--- config.mk ---
export PLATFORM = sky130hd
export DESIGN_NAME = pc_unit_24bit
export DESIGN_NICKNAME = d
export VERILOG_FILES = /design/src/rtl/pc_unit_24bit.sv
export SDC_FILE = /design/constraint.sdc
export NUM_CORES = 1
export LEC_CHECK = 0
export BUFFER_PORTS_ARGS = -buffer_cell sky130_fd_sc_hd__buf_2
export CORE_MARGIN = 8
export CORE_UTILIZATION = 42
export CTS_CLUSTER_SIZE = 28
export DETAILED_ROUTE_END_ITERATION = 10
export PLACE_DENSITY = 0.76
export RECOVER_POWER = 100
export SYNTH_ARGS = -nofsm -noshare
export SYNTH_HDL_FRONTEND = slang
export SYNTH_SLANG_ARGS = --single-unit
--- constraint.sdc ---
create_clock -name clk -period 1.98 [get_ports clk]
set_clock_uncertainty 0.05 [all_clocks]
set_input_delay 0.198 -clock clk [delete_from_list [all_inputs] [get_ports clk]]
set_output_delay 0.198 -clock clk [all_outputs]
set_load 0.005 [all_outputs]
--- src/rtl/pc_unit_24bit.sv ---
// Program-counter stage: holds PC, issues fetch requests with valid/ready, handles stall/redirect/halt.
// Optional accepted-fetch counter built only when PC_FETCH_COUNT_EN is defined.
module pc_unit_24bit #(
  parameter logic [23:0] RESET_VECTOR = 24'h000000,
  parameter logic [23:0] INC          = 24'd1
) (
  input  logic        clk,
  input  logic        reset,
  input  logic [23:0] pc_next_in,
  input  logic        pc_sel,
  input  logic        stall,
  input  logic        halt_req,
  input  logic        fetch_ready,
  output logic [23:0] pc_out,
  output logic [23:0] pc_plus_inc,
  output logic        fetch_valid,
  output logic        halted,
  output logic [23:0] fetch_count
);

  typedef enum logic [1:0] {
    BOOT = 2'd0,
    RUN  = 2'd1,
    HALT = 2'd2
  } state_t;

  state_t      state_q, state_d;
  logic [23:0] pc_q, pc_d;
  logic        fetch_valid_q, fetch_valid_d;
  logic        halted_q, halted_d;
  logic        accept;

  assign pc_plus_inc = pc_q + INC;
  assign accept      = (state_q == RUN) & fetch_valid_q & fetch_ready & ~stall;

  always_comb begin
    state_d = state_q;
    pc_d    = pc_q;
    case (state_q)
      BOOT: state_d = RUN;
      RUN: begin
        // Redirect outranks the sequential step and flushes any unaccepted fetch.
        if (!stall) begin
          if (pc_sel) begin
            pc_d = pc_next_in;
          end else if (accept) begin
            pc_d = pc_plus_inc;
          end
          if (halt_req) begin
            state_d = HALT;
          end
        end
      end
      HALT:    state_d = HALT;
      default: state_d = BOOT;
    endcase
    fetch_valid_d = (state_d == RUN);
    halted_d      = (state_d == HALT);
  end

  always_ff @(posedge clk) begin
    if (reset) begin
      state_q       <= BOOT;
      pc_q          <= RESET_VECTOR;
      fetch_valid_q <= 1'b0;
      halted_q      <= 1'b0;
    end else begin
      state_q       <= state_d;
      pc_q          <= pc_d;
      fetch_valid_q <= fetch_valid_d;
      halted_q      <= halted_d;
    end
  end

`ifdef PC_FETCH_COUNT_EN
  logic [23:0] count_q, count_d;

  // Saturating so a long-running core never reports a wrapped small count.
  always_comb begin
    count_d = count_q;
    if (accept && (count_q != 24'hFFFFFF)) begin
      count_d = count_q + 24'd1;
    end
  end

  always_ff @(posedge clk) begin
    if (reset) begin
      count_q <= 24'd0;
    end else begin
      count_q <= count_d;
    end
  end

  assign fetch_count = count_q;
`else
  assign fetch_count = 24'h000000;
`endif

  assign pc_out      = pc_q;
  assign fetch_valid = fetch_valid_q;
  assign halted      = halted_q;

endmodule

==> impl_metrics.py, run 1 <==
metrics = {
    "outcome": {
        "outcome": "complete, but fails checks",
        "violations": "setup timing",
    },
    "power_and_ir_drop": {
        "seqPwrFrac_pct": 44.5,
        "leakagePower_nw": 1.49,
        "pwr-share-clk_pct": 34.2,
        "p_switching_uw": 393,
        "p_int_uw": 991,
        "power.density_nw_per_um2": 439,
        "swShare_pct": 28.4,
        "vdd_drop_max_mv": 0.252,
        "pwr-share-comb_pct": 21.3,
    },
    "timing": {
        "min_period_ns": 2.05,
        "period_share_pct": 104,
        "slew_viol_final": 0,
        "max_freq_ghz": 0.487,
        "finalWorstSetupSlack_ns": -0.0718,
        "rsz0062_at_grt": "yes",
        "holdWs_ns": 0.0738,
        "final-setup-viol-count": 3,
        "finalSetupTns_ns": -0.151,
        "final_hold_viol_count": 0,
    },
    "clocking": {
        "htree_levels": 1,
        "clkTransAtPathRegs_ns": 0.11,
        "numCtsBuffers": 3,
        "clock_latency_ns": 0.29,
        "holdBufCountCts": 0,
        "cts_tree": "built",
        "clk_path_buf_depth": 2,
        "cts_num_sinks": 28,
        "root_buffer": "clkbuf_8",
    },
    "critical_path": {
        "cp_max_fo": 7,
        "critPathKind": "reg2out",
        "cp.required_ns": 1.73,
        "cpPeakStageDelay_ns": 0.61,
        "startpoint_type": "flop",
        "r2r_setup_slack_ns": 0.17,
        "path_cells": "nand4_4, or4_4, nor2_2, xor2_1, buf_2",
        "crit_arrival_ns": 1.80,
        "regToRegStartpoint": "state_q[0]$_SDFF_PP0_",
        "crit_slowest_cell": "or4_4",
        "ff2ff_path_depth": 5,
        "endpoint_kind": "primary output",
        "r2r_end": "pc_out[9]$_SDFFE_PP0P_",
    },
    "final_layout": {
        "syn2layout_area_growth_pct": 43.7,
        "drive_above_1_share_pct": 44.6,
        "insertedDiodeCount": 0,
        "mostFrequentLayoutCells": "buf_2 (78), buf_4 (39), nand2_1 (24), conb_1 (24), nor2_1 (22)",
        "final_cell_area_um2": 3150,
        "layout_commonest_cell": "buf_2",
        "nNetsFinal": 429,
        "final_cells": 467,
    },
    "min_path": {
        "min_to": "state_q[0]$_SDFF_PP0_",
        "hold_path.startpoint": "halt_req",
        "hold_path_depth": 2,
        "min_path_type": "in2reg",
    },
    "floorplan": {
        "chipWidth_um": 88.2,
        "fp.dieH_um": 88.2,
        "initial_core_util_pct": 43.2,
        "core_um2": 5070,
        "pin_count": 104,
        "die_area_um2": 7780,
        "num_rows": 26,
    },
    "placement": {
        "place.gp.congestion": 0.867,
        "port_buffers": 79,
        "dp.cells": 450,
        "hpwlAfterDp_mm": 5.42,
        "postPlaceCellArea_um2": 2770,
        "pre_cts_ws_ns": 0.111,
    },
    "grt": {
        "grt_pass1_vias": 2523,
        "met3_usage_pct": 3.62,
        "grt_pass1_wl_mm": 11.8,
        "antenna_found_initial": 0,
        "use_met1_pct": 22.0,
        "grt_use_total_pct": 18.5,
        "grt_use_met2_pct": 31.4,
        "grt_busiest_layer": "met2",
        "overflow": 0,
        "grt_max_degree": 35,
    },
    "drt": {
        "vias": 2605,
        "wl_per_cell_um": 16.8,
        "antenna_left": 0,
        "first_pass_iters": 4,
        "drtIter0Drc": 217,
        "drc": 0,
        "drt_wl_total_mm": 7.85,
        "vias_per_cell": 5.58,
    },
    "synthesis": {
        "synth.avg_cell_area_um2": 7.58,
        "synth-seq-cells": 28,
        "ys.flop_type": "dfxtp_1",
        "yosys_warnings": 0,
        "synthArstFlopShare_pct": 0,
        "post_synth_num_cell_types": 55,
        "synthesis.area_um2": 2190,
        "synth-edff-count": 0,
        "ys_seq_area_share_pct": 25.6,
        "syn_inst": 289,
    },
    "run": {
        "max_cap_violations": 0,
    },
}
## worst max-delay path by stage
stage                                  from                       to  depth (start not counted)
floorplan            pc_out[1]$_SDFFE_PP0P_  pc_out[16]$_SDFFE_PP0P_                          6
global placement     pc_out[0]$_SDFFE_PP0P_          pc_plus_inc[20]                          6
detailed placement  pc_out[10]$_SDFFE_PP0P_          pc_plus_inc[16]                          5
CTS                  pc_out[0]$_SDFFE_PP0P_          pc_plus_inc[20]                          6
global route        pc_out[10]$_SDFFE_PP0P_          pc_plus_inc[20]                          5
finish              pc_out[10]$_SDFFE_PP0P_          pc_plus_inc[16]                          5
## per-stage QoR
stage                     util [%]  total power [mW]
after floorplan                  -             0.810
after global routing          62.1              1.43
after global placement        54.5             0.901
after detailed placement      54.5             0.907
after CTS                     58.3              1.36
final                         62.1              1.38
## layout make-up
type / instances / area [µm²]
fillers: 454 / 1930
multi-input cells: 230 / 1590
repair buffers: 127 / 790
flip-flops and latches: 28 / 577
well taps: 70 / 87.6
clock buffers: 3 / 41.3
clock inverters: 1 / 30.0
inverters: 8 / 30.0
## cells by family (layout without fill, tap and decap cells)
kind of cell,after synthesis,after routing,synth area share (%)
flip-flops,28,28,25.6
AND/OR/NAND/NOR,112,112,26.9
AO/OA/AOI/OAI,71,71,24.0
buffers and inverters,54,139,13.8
other,1,24,0.171
multiplexers,2,2,0.914
XOR/XNOR,20,20,8.00
adder cells (fa/ha/maj),1,1,0.571
## state kept, by name (all words and copies together), names as in the netlist
name	count
pc_out	24
state_q	2
fetch_valid	1
halted	1
## metal layers
| metal | wire length (µm) | part of all wire (%) | up-vias |
|---|---|---|---|
| met5 | 0 | 0 | - |
| met4 | 195 | 2.5 | 0 |
| met3 | 703 | 9.0 | 23 |
| met2 | 3780 | 48 | 137 |
| met1 | 3170 | 40 | 1215 |
| li1 | - | - | 1230 |
## cell usage after synthesis (3+ instances only)
master | instances | share of area [%]
o211ai_1 | 3 | 1.0
buf_4 | 24 | 8.2
inv_1 | 8 | 1.4
a21oi_1 | 8 | 1.8
dfxtp_1 | 28 | 26
o31ai_1 | 4 | 1.4
and3_1 | 3 | 0.86
a22o_1 | 4 | 1.6
o21ai_0 | 13 | 3.0
a31oi_1 | 3 | 0.86
nand2b_1 | 3 | 0.86
nor4_1 | 8 | 2.3
a41oi_1 | 4 | 1.6
nor2_1 | 26 | 4.5
nand2_1 | 27 | 4.6
xor2_1 | 7 | 2.8
a32o_1 | 5 | 2.3
clkbuf_1 | 13 | 2.2
nand3_1 | 15 | 3.4
xnor2_1 | 13 | 5.2
nand4_1 | 5 | 1.4
buf_2 | 7 | 1.6
o41ai_1 | 4 | 1.6
and4_1 | 5 | 2.0
nor3_1 | 7 | 1.6
## critical path: cells and delay by family, from the launching register on
kind	cells	cell delay [ns]
xor+xnor	1	0.14
simple gates	3	0.88
flops	1	0.37
buf+inv	1	0.12
## power by group through the flow
stage | Clock (mW) | Sequential (mW) | Combinational (mW)
5_1_grt | 0.488 | 0.618 | 0.326
4_1_cts | 0.462 | 0.611 | 0.286
3_5_place_dp | 0 | 0.624 | 0.283
2_1_floorplan | 0 | 0.630 | 0.179
3_3_place_gp | 0 | 0.622 | 0.279
6_report | 0.474 | 0.616 | 0.294
## repair_timing
action                     4_1_cts  5_1_grt
pin swaps                        4        6
setup endpoints to repair       15       18
setup buffers                    7        5
resized for setup               18       39
cloned                           0        1
Note: power is estimated with default switching activity, not from simulation.
==> run 2, diff against run 1 <==
--- a/config.mk
+++ b/config.mk
@@ -5,9 +5,10 @@
 export SDC_FILE = /design/constraint.sdc
 export NUM_CORES = 1
 export LEC_CHECK = 0
+export ABC_AREA = 1
 export BUFFER_PORTS_ARGS = -buffer_cell sky130_fd_sc_hd__buf_2
 export CORE_MARGIN = 8
-export CORE_UTILIZATION = 42
+export CORE_UTILIZATION = 41
 export CTS_CLUSTER_SIZE = 28
 export DETAILED_ROUTE_END_ITERATION = 10
 export PLACE_DENSITY = 0.76
==> run 2 against run 1 <==
- the flow now finishes without violations
- sequential share of layout area grew 4.1 points
- clock-buffer cell count is the same
- register-to-register slack gained 0.19 ns
- die area shrank 4.2%
- core utilization shrank 6.9 points
==> impl_metrics.py, run 2 <==
metrics = {
    "outcome": {
        "outcome": "finished, final reports clean",
    },
    "floorplan": {
        "die_area_um2": 7460,
        "chipWidth_um": 86.4,
        "initial_core_util_pct": 42.7,
        "num_rows": 25,
        "pin_count": 104,
        "core_um2": 4750,
        "fp.dieH_um": 86.4,
    },
    "timing": {
        "min_period_ns": 1.94,
        "rsz0062_at_grt": "yes",
        "worstMarginPinSlew_ns": 0.741,
        "final_hold_viol_count": 0,
        "finalSetupTns_ns": 0,
        "max_freq_ghz": 0.517,
        "period_share_pct": 97.7,
        "slew_viol_final": 0,
        "final-setup-viol-count": 0,
        "finalWorstSetupSlack_ns": 0.0446,
        "slew_headroom_pct": 50.6,
    },
    "clocking": {
        "cts_tree": "built",
        "clkTransAtPathRegs_ns": 0.10,
        "numCtsBuffers": 3,
        "htree_levels": 1,
        "clk_path_buf_depth": 2,
        "cts_num_sinks": 28,
        "clock_latency_ns": 0.28,
        "root_buffer": "clkbuf_8",
    },
    "synthesis": {
        "yosys.area.top_type": "dfxtp_1",
        "synth-edff-count": 0,
        "synth_common_cells": "nand2_1 (65), a21oi_1 (45), dfxtp_1 (28)",
        "synthArstFlopShare_pct": 0,
        "ys.flop_type": "dfxtp_1",
        "post_synth_num_cell_types": 27,
        "synthTopCellsByArea": "dfxtp_1 (28%), nand2_1 (12%), a21oi_1 (11%)",
        "yosys.cell_count.top_type": "nand2_1",
        "synthesis.area_um2": 2030,
        "synth.avg_cell_area_um2": 6.74,
        "syn_inst": 301,
        "ys_seq_area_share_pct": 27.6,
        "synth-seq-cells": 28,
        "yosys_warnings": 0,
        "yosysTopAreaCellShare_pct": 27.6,
    },
    "critical_path": {
        "path_cells": "ha_4, nand2_4, nor2_4, nand2_4, nor2_4, nand3_2, and2_1, buf_2",
        "cp.required_ns": 1.73,
        "cpPeakStageDelay_ns": 0.37,
        "crit_cells": 8,
        "critPathKind": "reg2out",
        "startpoint_type": "flop",
        "cp_top_family": "simple AND/OR/NAND/NOR gates",
        "critical_path_buf_inv_count": 1,
        "endpoint_kind": "primary output",
        "crit_start": "pc_out[1]$_SDFFE_PP0P_",
        "ff2ff_path_depth": 5,
        "cp_max_fo": 5,
        "crit_slowest_cell": "dfxtp_4",
        "crit_arrival_ns": 1.69,
        "regToRegStartpoint": "fetch_valid$_SDFF_PP0_",
    },
    "grt": {
        "grt_max_degree": 28,
        "grt_pass1_wl_mm": 9.80,
        "antenna_found_initial": 0,
        "grt_pass1_vias": 2074,
        "overflow": 0,
        "grt_use_total_pct": 16.0,
    },
    "placement": {
        "pre_cts_ws_ns": 0.215,
        "place.gp.congestion": 0.883,
        "hpwlAfterDp_mm": 4.65,
        "port_buffers": 79,
        "postPlaceCellArea_um2": 2400,
    },
    "min_path": {
        "hold_path.startpoint": "reset",
        "hold_path_depth": 2,
        "min_path_type": "in2reg",
    },
    "final_layout": {
        "fillCellCount": 481,
        "final_cell_area_um2": 2620,
        "drive_above_1_share_pct": 36.2,
        "insertedDiodeCount": 0,
        "nNetsFinal": 416,
        "mostFrequentLayoutCells": "buf_2 (75), nand2_1 (62), a21oi_1 (45)",
        "layout_commonest_cell": "buf_2",
        "syn2layout_area_growth_pct": 29.2,
        "largest_reg_flops": 24,
    },
    "drt": {
        "vias_per_cell": 4.77,
        "drtIter0Drc": 121,
        "drc": 0,
        "first_pass_iters": 4,
        "vias": 2153,
        "wl_per_cell_um": 14.0,
        "antenna_left": 0,
        "drt_wl_total_mm": 6.30,
    },
    "power_and_ir_drop": {
        "leakagePower_nw": 1.30,
        "vdd_drop_max_mv": 0.407,
        "power.density_nw_per_um2": 531,
    },
    "run": {
        "max_cap_violations": 0,
    },
}
[run 2: cell count changes in the layout (fill, tap and decap cells not counted), moves of 5 or more]
cell     change
a21oi_1     +37
a32o_1       -5
buf_4       -27
buf_6        -6
inv_1       +16
nand2_1     +38
nor2_1       -9
nor2_4       +7
o21ai_0     +12
xnor2_1      -5
[run 2: kinds of logic (layout without fill, tap and decap cells)]
kind of cell / Yosys count / in the layout / synth area share (%)
AND/OR/NAND/NOR: 123 / 123 / 29.7
adder cells (fa/ha/maj): 1 / 1 / 0.616
AO/OA/AOI/OAI: 75 / 75 / 19.0
buffers and inverters: 60 / 120 / 15.8
flip-flops: 28 / 28 / 27.6
other: 1 / 24 / 0.185
XOR/XNOR: 13 / 13 / 7.09
[run 2: power by group]
group          leakage [nW]  switching, mW  internal (mW)
sequential            0.236         0.0493          0.601
clock                0.0357          0.191          0.271
combinational          1.03          0.157          0.124
[run 2: path summary, 6_finish.rpt]
kind,slack (ns),end
min,0.08,fetch_valid$_SDFF_PP0_
max,0.04,pc_plus_inc[20]
max reg2reg,0.36,pc_out[23]$_SDFFE_PP0P_
min reg2reg,0.44,halted$_SDFF_PP0_
[run 2: cell type report]
cell class | count | area, µm² | share of cell area (%)
well taps | 67 | 83.8 | 3.20
inverters | 25 | 93.8 | 3.58
flip-flops and latches | 28 | 587 | 22.4
clock inverters | 1 | 30.0 | 1.15
multi-input cells | 236 | 1300 | 49.5
repair buffers | 91 | 488 | 18.6
clock buffers | 3 | 41.3 | 1.57
[run 2: worst reg2reg max path, cell delays in order (launching register included)]
cell and delay (ns):
dfxtp_1 0.33, a21oi_1 0.21, nor3_4 0.05, inv_1 0.55
a21oi_1 0.16, a21oi_1 0.20
[run 2: per-layer routing]
| metal | global-route usage [%] | vias to the layer above | part of all wire, % |
|---|---|---|---|
| met2 | 27.0 | 91 | 48 |
| li1 | - | 1096 | - |
| met1 | 18.4 | 959 | 40 |
| met4 | 4.23 | 0 | 0.95 |
| met5 | 0 | - | 0 |
| met3 | 6.14 | 7 | 11 |
[run 2: per-stage QoR]
stage,hold slack [ns],utilization (%),std cells,total power [mW]
floorplan,0.220,-,324,0.829
global placement,0.337,50.6,440,0.924
detailed placement,0.341,50.6,440,0.929
CTS,0.0296,53.1,447,1.40
global route,0.0846,55.2,451,1.46
finish,0.0762,55.2,451,1.39
[run 2: timing repair]
item	in CTS	in global routing
pin swaps	3	11
setup endpoints to repair	7	11
buffers inserted	3	4
gates resized for setup	7	30
hold buffers	0	0
==> run 3, diff against run 2 <==
--- a/config.mk
+++ b/config.mk
@@ -7,11 +7,13 @@
 export LEC_CHECK = 0
 export ABC_AREA = 1
 export BUFFER_PORTS_ARGS = -buffer_cell sky130_fd_sc_hd__buf_2
-export CORE_MARGIN = 8
-export CORE_UTILIZATION = 41
+export CELL_PAD_IN_SITES_DETAIL_PLACEMENT = 1
+export CELL_PAD_IN_SITES_GLOBAL_PLACEMENT = 1
+export CORE_MARGIN = 4
+export CORE_UTILIZATION = 27
 export CTS_CLUSTER_SIZE = 28
 export DETAILED_ROUTE_END_ITERATION = 10
-export PLACE_DENSITY = 0.76
+export PLACE_DENSITY_LB_ADDON = 0.1
 export RECOVER_POWER = 100
 export SYNTH_ARGS = -nofsm -noshare
 export SYNTH_HDL_FRONTEND = slang
==> run 3 against run 2 <==
- register-to-register slack worse by 0.03 ns
- sequential share of layout area fell by 1.5 points
- first-iteration DRC count is 64% lower
- critical path type unchanged
- largest cell class unchanged
- largest power group unchanged
==> impl_metrics.py, run 3 (synthesized netlist as in run 2, its figures left out) <==
metrics = {
    "placement": {
        "postPlaceCellArea_um2": 2490,
        "place.gp.congestion": 0.793,
        "port_buffers": 79,
        "hpwlAfterDp_mm": 5.49,
    },
    "critical_path": {
        "r2r_setup_slack_ns": 0.33,
        "crit_arrival_ns": 1.69,
        "ff2ff_path_depth": 11,
        "critical_path_buf_inv_count": 1,
        "r2r_end": "pc_out[20]$_SDFFE_PP0P_",
        "regToRegStartpoint": "pc_out[0]$_SDFFE_PP0P_",
        "crit_slowest_cell": "dfxtp_2",
        "cp_max_fo": 5,
        "cpPeakStageDelay_ns": 0.37,
        "path_cells": "ha_4, nand2_4, nor2_4, nand2_2, nor2_4, nand2_1, nand2_1, and2_1, buf_2",
        "startpoint_type": "flop",
        "critPathKind": "reg2out",
        "crit_start": "pc_out[0]$_SDFFE_PP0P_",
        "cp_top_family": "simple AND/OR/NAND/NOR gates",
        "endpoint_kind": "primary output",
        "cp.required_ns": 1.73,
    },
    "grt": {
        "overflow": 0,
        "grt_pass1_vias": 2277,
        "grt_pass1_wl_mm": 11.5,
        "antenna_found_initial": 0,
        "grt_max_degree": 28,
        "grt_use_total_pct": 16.1,
    },
    "min_path": {
        "hold_path.startpoint": "reset",
        "min_to": "fetch_valid$_SDFF_PP0_",
        "hold_path_depth": 2,
        "min_path_type": "in2reg",
    },
    "timing": {
        "final_hold_viol_count": 0,
        "rsz0062_at_grt": "yes",
        "worstMarginPinSlew_ns": 0.527,
        "slew_viol_final": 0,
        "max_freq_ghz": 0.516,
        "slew_headroom_pct": 64.8,
        "final-setup-viol-count": 0,
        "period_share_pct": 97.9,
        "min_period_ns": 1.94,
    },
    "outcome": {
        "outcome": "finished, final reports clean",
    },
    "clocking": {
        "root_buffer": "clkbuf_8",
        "numCtsBuffers": 3,
        "clock_latency_ns": 0.29,
        "clk_path_buf_depth": 2,
        "cts_num_sinks": 28,
        "holdBufCountCts": 0,
        "cts_tree": "built",
        "clkTransAtPathRegs_ns": 0.11,
        "htree_levels": 1,
    },
    "drt": {
        "antenna_left": 0,
        "vias": 2216,
        "drt_wl_total_mm": 7.16,
        "first_pass_iters": 4,
        "wl_per_cell_um": 14.4,
        "drtIter0Drc": 43,
        "drc": 0,
        "vias_per_cell": 4.47,
    },
    "final_layout": {
        "drive_above_1_share_pct": 40.3,
        "final_cell_area_um2": 2780,
        "syn2layout_area_growth_pct": 36.7,
        "fillCellCount": 979,
        "largest_reg_flops": 24,
        "layout_commonest_cell": "buf_2",
        "nNetsFinal": 429,
        "finalCoreUtilization_pct": 38.1,
        "mostFrequentLayoutCells": "buf_2 (74), nand2_1 (59), a21oi_1 (45)",
        "insertedDiodeCount": 0,
    },
    "power_and_ir_drop": {
        "leakagePower_nw": 1.38,
        "vdd_drop_max_mv": 0.220,
        "power.total_mw": 1.35,
        "power.density_nw_per_um2": 486,
    },
    "floorplan": {
        "chipWidth_um": 94.7,
        "core_um2": 7290,
        "die_area_um2": 8970,
        "initial_core_util_pct": 27.8,
        "num_rows": 31,
        "fp.dieH_um": 94.7,
        "pin_count": 104,
    },
    "run": {
        "max_cap_violations": 0,
    },
}
[run 3: cell types whose count changed in the layout (fill, tap and decap cells not counted), moves of 2 or more]
cell / before / now
dfxtp_2: 9 / 12
nand2_2: 6 / 9
xnor2_2: 0 / 2
nor2_2: 3 / 5
nand2_1: 62 / 59
dfxtp_4: 4 / 1
xnor2_1: 6 / 4
buf_4: 12 / 22
buf_6: 1 / 4
and2_4: 1 / 3
and2_1: 4 / 2
[run 3: cell type report]
cell class	instances	area, µm²	share of cell area (%)
clock buffers	4	55.1	1.98
inverters	25	93.8	3.38
multi-input cells	236	1330	47.8
flip-flops and latches	28	579	20.9
well taps	99	124	4.46
repair buffers	104	596	21.5
[run 3: worst max-delay path by stage]
stage,end,cells after the start
after floorplan,pc_plus_inc[20],7
after global placement,pc_plus_inc[20],8
after detailed placement,pc_plus_inc[22],8
after CTS,pc_plus_inc[20],9
after global routing,pc_plus_inc[20],9
final,pc_plus_inc[20],9
[run 3: power breakdown]
group	total, mW	switching [mW]	internal [mW]
Sequential	0.653	0.0497	0.603
Combinational	0.310	0.168	0.143
Clock	0.385	0.206	0.179
Total	1.35	0.424	0.924
[run 3: repair_timing]
item,in CTS,in global routing
buffers inserted,6,8
resized for setup,10,34
endpoints found under the setup margin,9,14
pin swaps,8,16
[run 3: metrics by stage]
step	instances	setup TNS (ns)	hold slack (ns)	worst slack [ns]
2_1_floorplan	324	0	0.220	0.439
3_3_place_gp	478	0	0.342	0.276
3_5_place_dp	478	0	0.341	0.184
4_1_cts	488	-0.0252	0.0235	-0.0252
5_1_grt	496	-0.381	0.0647	-0.0801
6_report	496	0	0.0627	0.0425
[run 3: routing by layer]
layer / up-vias / global-route usage [%] / share of wire (%) / wire, µm
met5: - / 0 / 0 / 0
met4: 0 / 1.80 / 0.35 / 25
met3: 2 / 3.43 / 5.5 / 393
met2: 59 / 28.8 / 49 / 3490
met1: 1038 / 20.5 / 45 / 3250
li1: 1117 / - / - / -
